## src/rtl/uart_tx_arbiter.sv

```systemverilog
`default_nettype none
// ============================================================================
// Module  : uart_tx_arbiter
// Brief   : Round-robin arbiter sharing one UART transmitter among NUM_REQ
//           byte producers; each frame is tracked to completion via uart_ready.
// Revision: 1.0 - initial release
// ============================================================================
module uart_tx_arbiter #(
  parameter int NUM_REQ       = 4,
  parameter int DATA_BITS     = 8,
  parameter int START_TIMEOUT = 16
) (
  input  logic                         clk,
  input  logic                         rst_n,
  input  logic                         enable,
  input  logic [NUM_REQ-1:0]           req_valid,
  input  logic [NUM_REQ*DATA_BITS-1:0] req_data,
  output logic [NUM_REQ-1:0]           req_ready,
  output logic [DATA_BITS-1:0]         uart_tx_input,
  output logic                         uart_new_data,
  input  logic                         uart_ready,
  output logic [$clog2(NUM_REQ)-1:0]   grant_id,
  output logic                         busy,
  output logic                         start_err,
  output logic [15:0]                  frame_count
);

  localparam int c_id_w = $clog2(NUM_REQ);
  localparam int c_to_w = $clog2(START_TIMEOUT + 1);
  localparam logic [c_id_w-1:0] c_last_id = c_id_w'(NUM_REQ - 1);
  localparam logic [c_to_w-1:0] c_to_last = c_to_w'(START_TIMEOUT - 1);

  typedef enum logic [1:0] {
    S_IDLE      = 2'd0,
    S_LAUNCH    = 2'd1,
    S_WAIT_DONE = 2'd2
  } state_t;

  state_t              r_state;
  state_t              w_state_next;
  logic [c_id_w-1:0]   r_rr_ptr;
  logic [c_id_w-1:0]   r_grant;
  logic [c_id_w-1:0]   w_winner;
  logic [c_id_w-1:0]   w_next_ptr;
  logic [DATA_BITS-1:0] r_tx_data;
  logic                r_first;
  logic                r_start_err;
  logic [c_to_w-1:0]   r_timeout;
  logic [15:0]         r_frame_count;
  logic                w_found;
  logic                w_launch;
  logic                w_done;
  logic                w_abort;
  logic                w_timeout_hit;
  int                  w_idx;
  logic [DATA_BITS-1:0] w_req_byte [NUM_REQ];

  for (genvar gi = 0; gi < NUM_REQ; gi++) begin : g_req_byte
    assign w_req_byte[gi] = req_data[gi*DATA_BITS +: DATA_BITS];
  end

  // First valid requester at or above the rr pointer, wrapping past the top
  always_comb begin
    w_found  = 1'b0;
    w_winner = r_rr_ptr;
    w_idx    = 0;
    for (int k = 0; k < NUM_REQ; k++) begin
      w_idx = (int'(r_rr_ptr) + k) % NUM_REQ;
      if (!w_found && req_valid[c_id_w'(w_idx)]) begin
        w_found  = 1'b1;
        w_winner = c_id_w'(w_idx);
      end
    end
  end

  assign w_next_ptr    = (r_grant == c_last_id) ? '0 : r_grant + 1'b1;
  assign w_timeout_hit = (r_timeout == c_to_last);

  always_ff @(posedge clk or negedge rst_n) begin
    if (!rst_n) begin
      r_state <= S_IDLE;
    end else begin
      r_state <= w_state_next;
    end
  end

  always_comb begin
    w_state_next = r_state;
    w_launch     = 1'b0;
    w_done       = 1'b0;
    w_abort      = 1'b0;
    case (r_state)
      S_IDLE: begin
        if (enable && uart_ready && w_found) begin
          w_state_next = S_LAUNCH;
          w_launch     = 1'b1;
        end
      end
      S_LAUNCH: begin
        // A falling uart_ready wins over a timeout landing on the same edge
        if (!uart_ready) begin
          w_state_next = S_WAIT_DONE;
        end else if (w_timeout_hit) begin
          w_state_next = S_IDLE;
          w_abort      = 1'b1;
        end
      end
      S_WAIT_DONE: begin
        if (uart_ready) begin
          w_state_next = S_IDLE;
          w_done       = 1'b1;
        end
      end
      default: w_state_next = S_IDLE;
    endcase
  end

  always_ff @(posedge clk or negedge rst_n) begin
    if (!rst_n) begin
      r_rr_ptr      <= '0;
      r_grant       <= '0;
      r_tx_data     <= '0;
      r_first       <= 1'b0;
      r_start_err   <= 1'b0;
      r_timeout     <= '0;
      r_frame_count <= '0;
    end else begin
      r_first     <= w_launch;
      r_start_err <= w_abort;
      if (w_launch) begin
        r_grant   <= w_winner;
        r_tx_data <= w_req_byte[w_winner];
        r_timeout <= '0;
      end else if (r_state == S_LAUNCH) begin
        r_timeout <= r_timeout + 1'b1;
      end
      // Aborted frames still advance the pointer so a stuck uart cannot starve others
      if (w_abort || w_done) begin
        r_rr_ptr <= w_next_ptr;
      end
      if (w_done) begin
        r_frame_count <= r_frame_count + 16'd1;
      end
    end
  end

  assign req_ready     = (r_state == S_LAUNCH && r_first) ? (NUM_REQ'(1) << r_grant) : '0;
  assign uart_new_data = (r_state == S_LAUNCH);
  assign busy          = (r_state != S_IDLE);
  assign uart_tx_input = r_tx_data;
  assign grant_id      = r_grant;
  assign start_err     = r_start_err;
  assign frame_count   = r_frame_count;

endmodule
`default_nettype wire

```

## config.mk

```make
export PLATFORM = sky130hd
export DESIGN_NAME = uart_tx_arbiter
export DESIGN_NICKNAME = d
export VERILOG_FILES = /design/src/rtl/uart_tx_arbiter.sv
export SDC_FILE = /design/constraint.sdc
export NUM_CORES = 1
export LEC_CHECK = 0
export CAP_MARGIN = 20
export CORE_ASPECT_RATIO = 0.7
export CORE_MARGIN = 2
export CORE_UTILIZATION = 48
export DETAILED_ROUTE_END_ITERATION = 7
export HOLD_SLACK_MARGIN = 0.05
export PLACE_DENSITY_LB_ADDON = 0.12
export SYNTH_ARGS = -nofsm -noshare
export SYNTH_HDL_FRONTEND = slang
export SYNTH_SLANG_ARGS = --single-unit
```

## constraint.sdc

```tcl
create_clock -name clk -period 2.5 [get_ports clk]
set_input_delay 0.25 -clock clk [delete_from_list [all_inputs] [get_ports clk]]
set_output_delay 0.25 -clock clk [all_outputs]
set_load 0.05 [all_outputs]
```

==> impl_metrics.ini, run 1 <==
[status]
outcome = complete, no violations

[grt]
grt_pass1_wl_um = 7360
grt_remaining_overflow = 0
grt.total_usage_pct = 20.3
grt_pass1_vias = 1589
grt_max_degree = 38
antenna_found_initial = 0

[critical_path]
slowest_stage = clkdlybuf4s50_1
crit_path_end_kind = output port
slowest_delay_ps = 810
critPathKind = flop to output port
crit_arrival_ps = 1910
crit_path_start_kind = flop
crit_chain = nand2b_1 > inv_1 > clkdlybuf4s50_1
crit_required_ps = 2250
crit_fanout = 9

[cts]
cts_buffers = 5
cts_root_buffer = clkbuf_8
clock_sinks = 37
clkLatencyLatePin_ps = 280
ctsHoldBuffers = 0
cts_tree = built
h-tree-depth = 2
post_cts_resized = 0
clk_pin_slew_worst_paths_ps = 70
clk_path_buf_depth = 2
cts_setup_buffers = 0

[die]
die_area_um2 = 4830
die_w_um = 82.2
core_area_um2 = 4020
pin_count = 73
rows = 19
initial_core_util_pct = 51.2
fp.dieH_um = 58.8

[synthesis]
seq_area_frac_synth_pct = 45.0
synth_top_cell_by_area = dfrtp_1
synth_cell_types = 38
synthesis.nets = 246
synthCells = 199
yosysMostFrequentCell = dfrtp_1
ys_warn_count = 0
ys_async_sr_fraction_pct = 100
syn_area_um2 = 2060
synth_common_cells = dfrtp_1 (37), nand2_1 (17), nor2_1 (16)
synth_flop_cell = dfrtp_1
avgSynthCellArea_um2 = 10.3
synth_top_area_share_pct = 45.0
synth_edf_count = 0
synthTopCellsByArea = dfrtp_1 (45%), mux2i_1 (4.4%), ha_1 (4.3%)
ys_ff_latch = 37

[pwr]
powerDensity_nw_per_um2 = 902
p_leak_uw = 0.00133
power_frac_comb_pct = 49.7
p_clk_share_pct = 16.8
switching_share_pct = 43.1
p_seq_share_pct = 33.5
switching_power_uw = 1150
intPower_uw = 1520
ir_drop_mv = 0.651
power_uw = 2670

[run]
cap_viol_max_count = 0

[routing]
antenna_left = 0
drt-initial-drc-count = 67
drc = 0
vias = 1716
firstDrtPassIters = 4
wl_per_cell_um = 14.4
wl_um = 4740
vias_per_cell = 5.20

[place]
place_inst = 322
place_hpwl_um = 3630
globalplace.congestion = 0.781
placement.io_buffers = 72
place_ws_ps = 198

[layout]
finalNonFillerCells = 330
drive_gt1_share_pct = 11.9
areaGrowthSynthToFinish_pct = 43.7
finalNetCount = 324
antenna_cells = 0

[hold_path]
hold_class = input pin to async pin

[timing]
final-hold-violation-count = 0
fmax_mhz = 464
rsz0062_at_grt = no
finalCritPeriodShare_pct = 86.2
setup_viol = 0
tns_ps = 0
tightest_slew_ps = 817
slew_violations = 0
final.min_clock_period_ps = 2160
layout_setup_ws_ps = 344
relSlewSlack_pct = 45.5
skew_ps = 3.39
==> per-layer routing <==
metal | track usage [%] | part of all wire [%]
met3 | 5.67 | 5.2
met1 | 28.0 | 50
met5 | 0 | 0
met4 | 5.48 | 0.49
met2 | 31.6 | 45
==> metrics by stage <==
stage / hold slack (ps) / cell area [µm²] / utilization, %
after floorplan: -45.6 / 2060 / -
after global routing: 108 / 2950 / 73.5
after detailed placement: 384 / 2850 / 71.0
final: 53.0 / 2950 / 73.5
after global placement: 390 / 2850 / 71.0
after CTS: 68.4 / 2950 / 73.5
==> power groups by stage <==
stage	Combinational, µW	Sequential, µW	Clock [µW]
2_1_floorplan	523	1240	0
3_3_place_gp	1290	896	0
3_5_place_dp	1320	900	0
4_1_cts	1330	892	461
5_1_grt	1420	910	487
6_report	1320	892	449
==> worst paths after layout <==
kind                                       from          endpoint  slack (ps)  cells after the start
worst max-delay path                 r_state[1]     uart_new_data         340                      3
worst min register to register  frame_count[14]   frame_count[14]         490                      1
worst max register to register      r_rr_ptr[1]  uart_tx_input[4]         580                      6
max in group asynchronous                 rst_n  uart_tx_input[0]        1930                      1
min in group clk                frame_count[14]   frame_count[14]         490                      1
worst min-delay path                      rst_n   frame_count[10]          50                      1
==> sequential cells by signal (all words and copies together), names as in the netlist <==
signal and cells:
start_err 1, uart_tx_input 8, r_state 2, r_timeout 5, r_first 1, grant_id 2, r_rr_ptr 2, frame_count 16
==> layout make-up <==
cell class | count | area [µm²]
multi-input cells | 139 | 1020
clock buffers | 7 | 96.3
repair buffers | 80 | 791
well taps | 52 | 65.1
flip-flops and latches | 37 | 926
inverters | 14 | 52.6
fillers | 297 | 1060
clock inverters | 1 | 5.00
==> layout by cell type (no fill, tap or decap), drive strengths merged, types with 8 or more instances in the layout <==
cell,n
xnor2,9
dfrtp,37
and3,11
buf,13
a311oi,8
nand2,17
a31oi,9
a2111oi,8
nor2,16
clkdlybuf4s50,67
mux2i,9
inv,14
==> kinds of logic (layout without fill, tap and decap cells) <==
logic type | count (synthesis) | in the layout | synth area share, %
XOR/XNOR | 16 | 16 | 6.82
multiplexers | 13 | 13 | 6.57
buffers and inverters | 23 | 102 | 5.42
adder cells (fa/ha/maj) | 7 | 7 | 4.26
flip-flops | 37 | 37 | 45.0
AO/OA/AOI/OAI | 39 | 39 | 16.1
AND/OR/NAND/NOR | 64 | 64 | 15.8
==> worst max-delay path: cells and delay by family (launching register included) <==
family                 cells  cell delay (ps)
buffers and inverters      2              930
and+or+nand+nor            1              280
DFF                        1              410
No activity file was read; power rests on OpenSTA's default activity.
==> inputs of run 2 (changes only) <==
--- a/config.mk
+++ b/config.mk
@@ -12,6 +12,8 @@
 export DETAILED_ROUTE_END_ITERATION = 7
 export HOLD_SLACK_MARGIN = 0.05
 export PLACE_DENSITY_LB_ADDON = 0.12
+export SETUP_SLACK_MARGIN = 0.5
+export SKIP_LAST_GASP = 1
 export SYNTH_ARGS = -nofsm -noshare
 export SYNTH_HDL_FRONTEND = slang
 export SYNTH_SLANG_ARGS = --single-unit
==> run 2 against run 1 <==
Effect of this change:
- die area did not move
- first-iteration DRC count rose by 42%
- final area rose by 0.47%
- combinational power barely moved
- total power fell by 2.1%
- register-to-register slack improved by 40 ps
- clock power fell by 13%
- setup slack improved by 210 ps
- flip-flop and latch count did not move
- sequential power barely moved
- utilization rose by 0.34 points
- highest routed layer unchanged
==> impl_metrics.ini, run 2 (synthesized netlist as in run 1, its figures left out) <==
[status]
outcome = complete, no violations

[timing]
relSlewSlack_pct = 46.2
fmax_mhz = 514
slew_violations = 0
tns_ps = 0
setup_viol = 0
layout_setup_ws_ps = 555
skew_ps = 2.98
rsz0062_at_grt = no
final.min_clock_period_ps = 1940
final-hold-violation-count = 0
tightest_slew_ps = 807
finalCritPeriodShare_pct = 77.8

[layout]
antenna_cells = 0
finalNetCount = 324
drive_gt1_share_pct = 13.3
final_common_cell = clkdlybuf4s50_1
layout_common_cells = clkdlybuf4s50_1 (65), dfrtp_1 (37), nand2_1 (17)
largest_reg_flops = 16
areaGrowthSynthToFinish_pct = 44.4
final_core_util_pct = 73.9

[routing]
firstDrtPassIters = 4
vias = 1718
drt-initial-drc-count = 95
antenna_left = 0
vias_per_cell = 5.21
drc = 0
wl_um = 4540
wl_per_cell_um = 13.8

[grt]
grt_pass1_wl_um = 7110
grt_max_degree = 38
antenna_found_initial = 0
grt_pass1_vias = 1562
grt.total_usage_pct = 19.4
grt_remaining_overflow = 0

[pwr]
p_leak_uw = 0.00133
powerDensity_nw_per_um2 = 879
ir_drop_mv = 0.752

[cts]
clk_pin_slew_worst_paths_ps = 70
ctsHoldBuffers = 0
clk_path_buf_depth = 2
cts_tree = built
clock_sinks = 37
cts_root_buffer = clkbuf_8
h-tree-depth = 2
cts_buffers = 5
clkLatencyLatePin_ps = 280
cts_setup_buffers = 0

[die]
rows = 19
die_area_um2 = 4830
initial_core_util_pct = 51.2
fp.dieH_um = 58.8
core_area_um2 = 4020
die_w_um = 82.2
pin_count = 73

[critical_path]
crit_start = r_state[0]
ff2ff_setup_slack_ps = 620
crit_fanout = 5
crit_arrival_ps = 1690
endpoint = busy
rr_worst_depth = 6
reg2reg_to = uart_tx_input[0]
crit_path_end_kind = output port
crit_required_ps = 2250
reg2reg_from = r_rr_ptr[1]
critPathKind = flop to output port
crit_path_start_kind = flop

[place]
globalplace.congestion = 0.816
place_hpwl_um = 3500
place_ws_ps = 198
placement.io_buffers = 72

[hold_path]
hold_class = input pin to async pin

[run]
cap_viol_max_count = 0
run 2: cell types whose count changed in the layout (fill, tap and decap cells not counted), sizes merged:
cell	change
clkbuf	-1
clkdlybuf4s50	-2
clkinv	+1
dlymetal6s2s	+1
dlygate4sd2	+1
run 2: what timing repair did:
item / in CTS / in global routing
setup endpoints to repair: 2 / 11
pin swaps: 0 / 0
resized for setup: 2 / 12
run 2: area by class of cell:
| type | instances | area, µm² |
|---|---|---|
| clock inverters | 2 | 10.0 |
| inverters | 14 | 52.6 |
| fillers | 284 | 1050 |
| multi-input cells | 139 | 1050 |
| well taps | 52 | 65.1 |
| clock buffers | 6 | 72.6 |
| repair buffers | 80 | 792 |
| flip-flops and latches | 37 | 926 |
run 2: layer usage:
metal	GRT usage [%]	routed length, µm
met5	0	0
met4	3.57	13
met3	5.37	243
met2	28.9	2000
met1	28.5	2280
run 2: worst min-delay path by stage:
stage          start               to  slack, ps
6_report       rst_n   frame_count[8]         50
4_1_cts        rst_n  frame_count[10]         80
5_1_grt        rst_n   frame_count[8]        110
3_3_place_gp   rst_n  frame_count[10]        390
3_5_place_dp   rst_n  frame_count[10]        390
2_1_floorplan  rst_n   frame_count[0]        -50
run 2: through the flow:
stage | power (µW) | hold WS [ps] | cells | cell area, µm²
after floorplan | 1770 | -45.6 | 199 | 2060
after global placement | 2190 | 391 | 322 | 2850
after detailed placement | 2210 | 385 | 322 | 2850
after CTS | 2610 | 75.9 | 330 | 2940
after global routing | 2760 | 110 | 330 | 2970
final | 2610 | 49.4 | 330 | 2970
run 2: worst max-delay path: stages (launching register included):
cell	delay, ps
dfrtp_1	430
or2_2	280
clkdlybuf4s50_1	700
run 2: power breakdown:
| part | total [µW] | switching, µW | leakage [µW] | internal (µW) |
|---|---|---|---|---|
| registers | 890 | 142 | 0.000475 | 748 |
| clock network | 392 | 199 | 0.0000450 | 193 |
| logic | 1330 | 805 | 0.000814 | 521 |
==> inputs of run 3 (changes only) <==
--- a/config.mk
+++ b/config.mk
@@ -8,7 +8,7 @@
 export CAP_MARGIN = 20
 export CORE_ASPECT_RATIO = 0.7
 export CORE_MARGIN = 2
-export CORE_UTILIZATION = 48
+export CORE_UTILIZATION = 41
 export DETAILED_ROUTE_END_ITERATION = 7
 export HOLD_SLACK_MARGIN = 0.05
 export PLACE_DENSITY_LB_ADDON = 0.12
==> constraint.sdc (replaced) <==
create_clock -name clk -period 1.6 [get_ports clk]
set_input_delay 0.16 -clock clk [delete_from_list [all_inputs] [get_ports clk]]
set_output_delay 0.16 -clock clk [all_outputs]
set_load 0.05 [all_outputs]
==> run 3 against run 2 <==
Effect of this change:
- largest power group unchanged
- global-route usage up 2.3 points
- die area up 16%
- sequential power up 64%
- register-to-register slack worse by 770 ps
- clock power up 85%
- final cell count up 21%
- total power up 99%
- final area up 34%
- count of clock-buffer cells in the layout unchanged
- hold slack better by 300 ps
- the run now ends with negative setup slack left
- utilization up 9.1 points
- setup slack worse by 700 ps
- highest routed layer unchanged
==> impl_metrics.ini, run 3 (synthesized netlist as in run 1, its figures left out) <==
[layout]
largest_reg_flops = 16
finalNetCount = 377
areaGrowthSynthToFinish_pct = 94.1
antenna_cells = 0
layout_common_cells = buf_4 (53), clkdlybuf4s50_1 (34), buf_6 (29)
finalNonFillerCells = 400
final_common_cell = buf_4
final_area_um2 = 3990
final_core_util_pct = 83.0
num-fill-cells = 271
drive_gt1_share_pct = 55.3

[place]
place_hpwl_um = 3990
place_inst = 362
place_ws_ps = -566
placement.io_buffers = 72
dpl-instance-area_um2 = 3180
globalplace.congestion = 0.851

[pwr]
p_leak_uw = 0.00180
powerDensity_nw_per_um2 = 1300
ir_drop_mv = 0.689

[cts]
clk_pin_slew_worst_paths_ps = 80
clkLatencyLatePin_ps = 300
cts_buffers = 5
cts_root_buffer = clkbuf_8
clock_sinks = 37
cts_tree = built
clk_path_buf_depth = 2
h-tree-depth = 2

[critical_path]
rr_worst_depth = 5
crit_start = r_rr_ptr[1]
reg2reg_from = r_rr_ptr[1]
crit_path_start_kind = flop
slowest_stage = dfrtp_2
crit_fanout = 6
slowest_delay_ps = 460
critPathKind = flop to flop
crit_required_ps = 1790
crit_arrival_ps = 1930
crit_path_end_kind = flop
crit_chain = or3_4 > a31oi_4 > clkbuf_16 > a2111oi_4 > a311oi_1

[grt]
grt_remaining_overflow = 0
antenna_found_initial = 0
grt.total_usage_pct = 21.7
grt_pass1_vias = 1985
grt_pass1_wl_um = 9420
grt_max_degree = 30

[die]
rows = 21
core_area_um2 = 4810
die_w_um = 88.6
fp.dieH_um = 63.2
die_area_um2 = 5610
pin_count = 73
initial_core_util_pct = 42.8

[timing]
fmax_mhz = 573
layout_setup_ws_ps = -146
final-hold-violation-count = 0
tightest_slew_ps = 436
final.min_clock_period_ps = 1750
relSlewSlack_pct = 70.9
rsz0062_at_grt = yes
finalCritPeriodShare_pct = 109
slew_violations = 0
setup_viol = 18
skew_ps = 7.13

[routing]
wl_per_cell_um = 17.8
wl_um = 7100
drt-initial-drc-count = 59
antenna_left = 0
firstDrtPassIters = 4
drc = 0
vias_per_cell = 5.31
vias = 2125

[status]
outcome = finished with violations
violations = negative setup slack

[hold_path]
hold_class = input pin to async pin

[run]
cap_viol_max_count = 0
-- run 3: changes by cell type in the layout (fill, tap and decap cells not counted), sizes merged --
| cell | previous run | this run |
|---|---|---|
| dlymetal6s2s | 1 | 3 |
| and3 | 11 | 12 |
| clkdlybuf4s50 | 65 | 34 |
| dlygate4sd3 | 0 | 1 |
| clkbuf | 6 | 9 |
| buf | 13 | 90 |
-- run 3: layout make-up --
type                    count  area (µm²)  area share, %
repair buffers            132        1330           33.4
inverters                  14        57.6           1.44
flip-flops and latches     37         948           23.8
multi-input cells         140        1470           36.8
well taps                  69        86.3           2.16
clock inverters             2        13.8          0.345
clock buffers               6        82.6           2.07
-- run 3: worst max-delay path, delay by kind of cell, from the launching register on --
family | cells | cell delay [ps]
AOI/OAI and AO/OA | 3 | 570
buffers and inverters | 1 | 200
DFF | 1 | 460
and+or+nand+nor | 1 | 400
-- run 3: worst paths after layout --
kind | end | slack [ps]
setup reg to reg | uart_tx_input[4] | -150
min in group clk | frame_count[15] | 490
max in group asynchronous | uart_tx_input[3] | 790
setup / recovery | uart_tx_input[4] | -150
hold / removal | r_state[0] | 350
hold reg to reg | frame_count[15] | 490
-- run 3: power by group --
group | total (µW) | internal, µW | switching (µW)
clock network | 724 | 350 | 374
logic | 3010 | 1350 | 1670
registers | 1460 | 1180 | 271
-- run 3: per-stage QoR --
stage	TNS [ps]	total power (µW)	hold WS, ps
2_1_floorplan	-133	2960	-136
3_3_place_gp	-5820	3710	230
3_5_place_dp	-6780	3770	230
4_1_cts	-333	4760	448
5_1_grt	-2590	5400	385
6_report	-986	5190	351
-- run 3: what timing repair did --
action,4_1_cts,5_1_grt
setup endpoints to repair,49,59
endpoints found under the hold margin,27,0
resized for setup,46,60
gates cloned,2,2
buffers inserted,10,15
hold buffers,1,0
pin swaps,14,28
-- run 3: routing by layer --
metal / routed length (µm) / GRT usage [%]
met2: 3560 / 34.0
met3: 365 / 3.67
met5: 0 / 0
met1: 2990 / 30.0
met4: 180 / 7.20
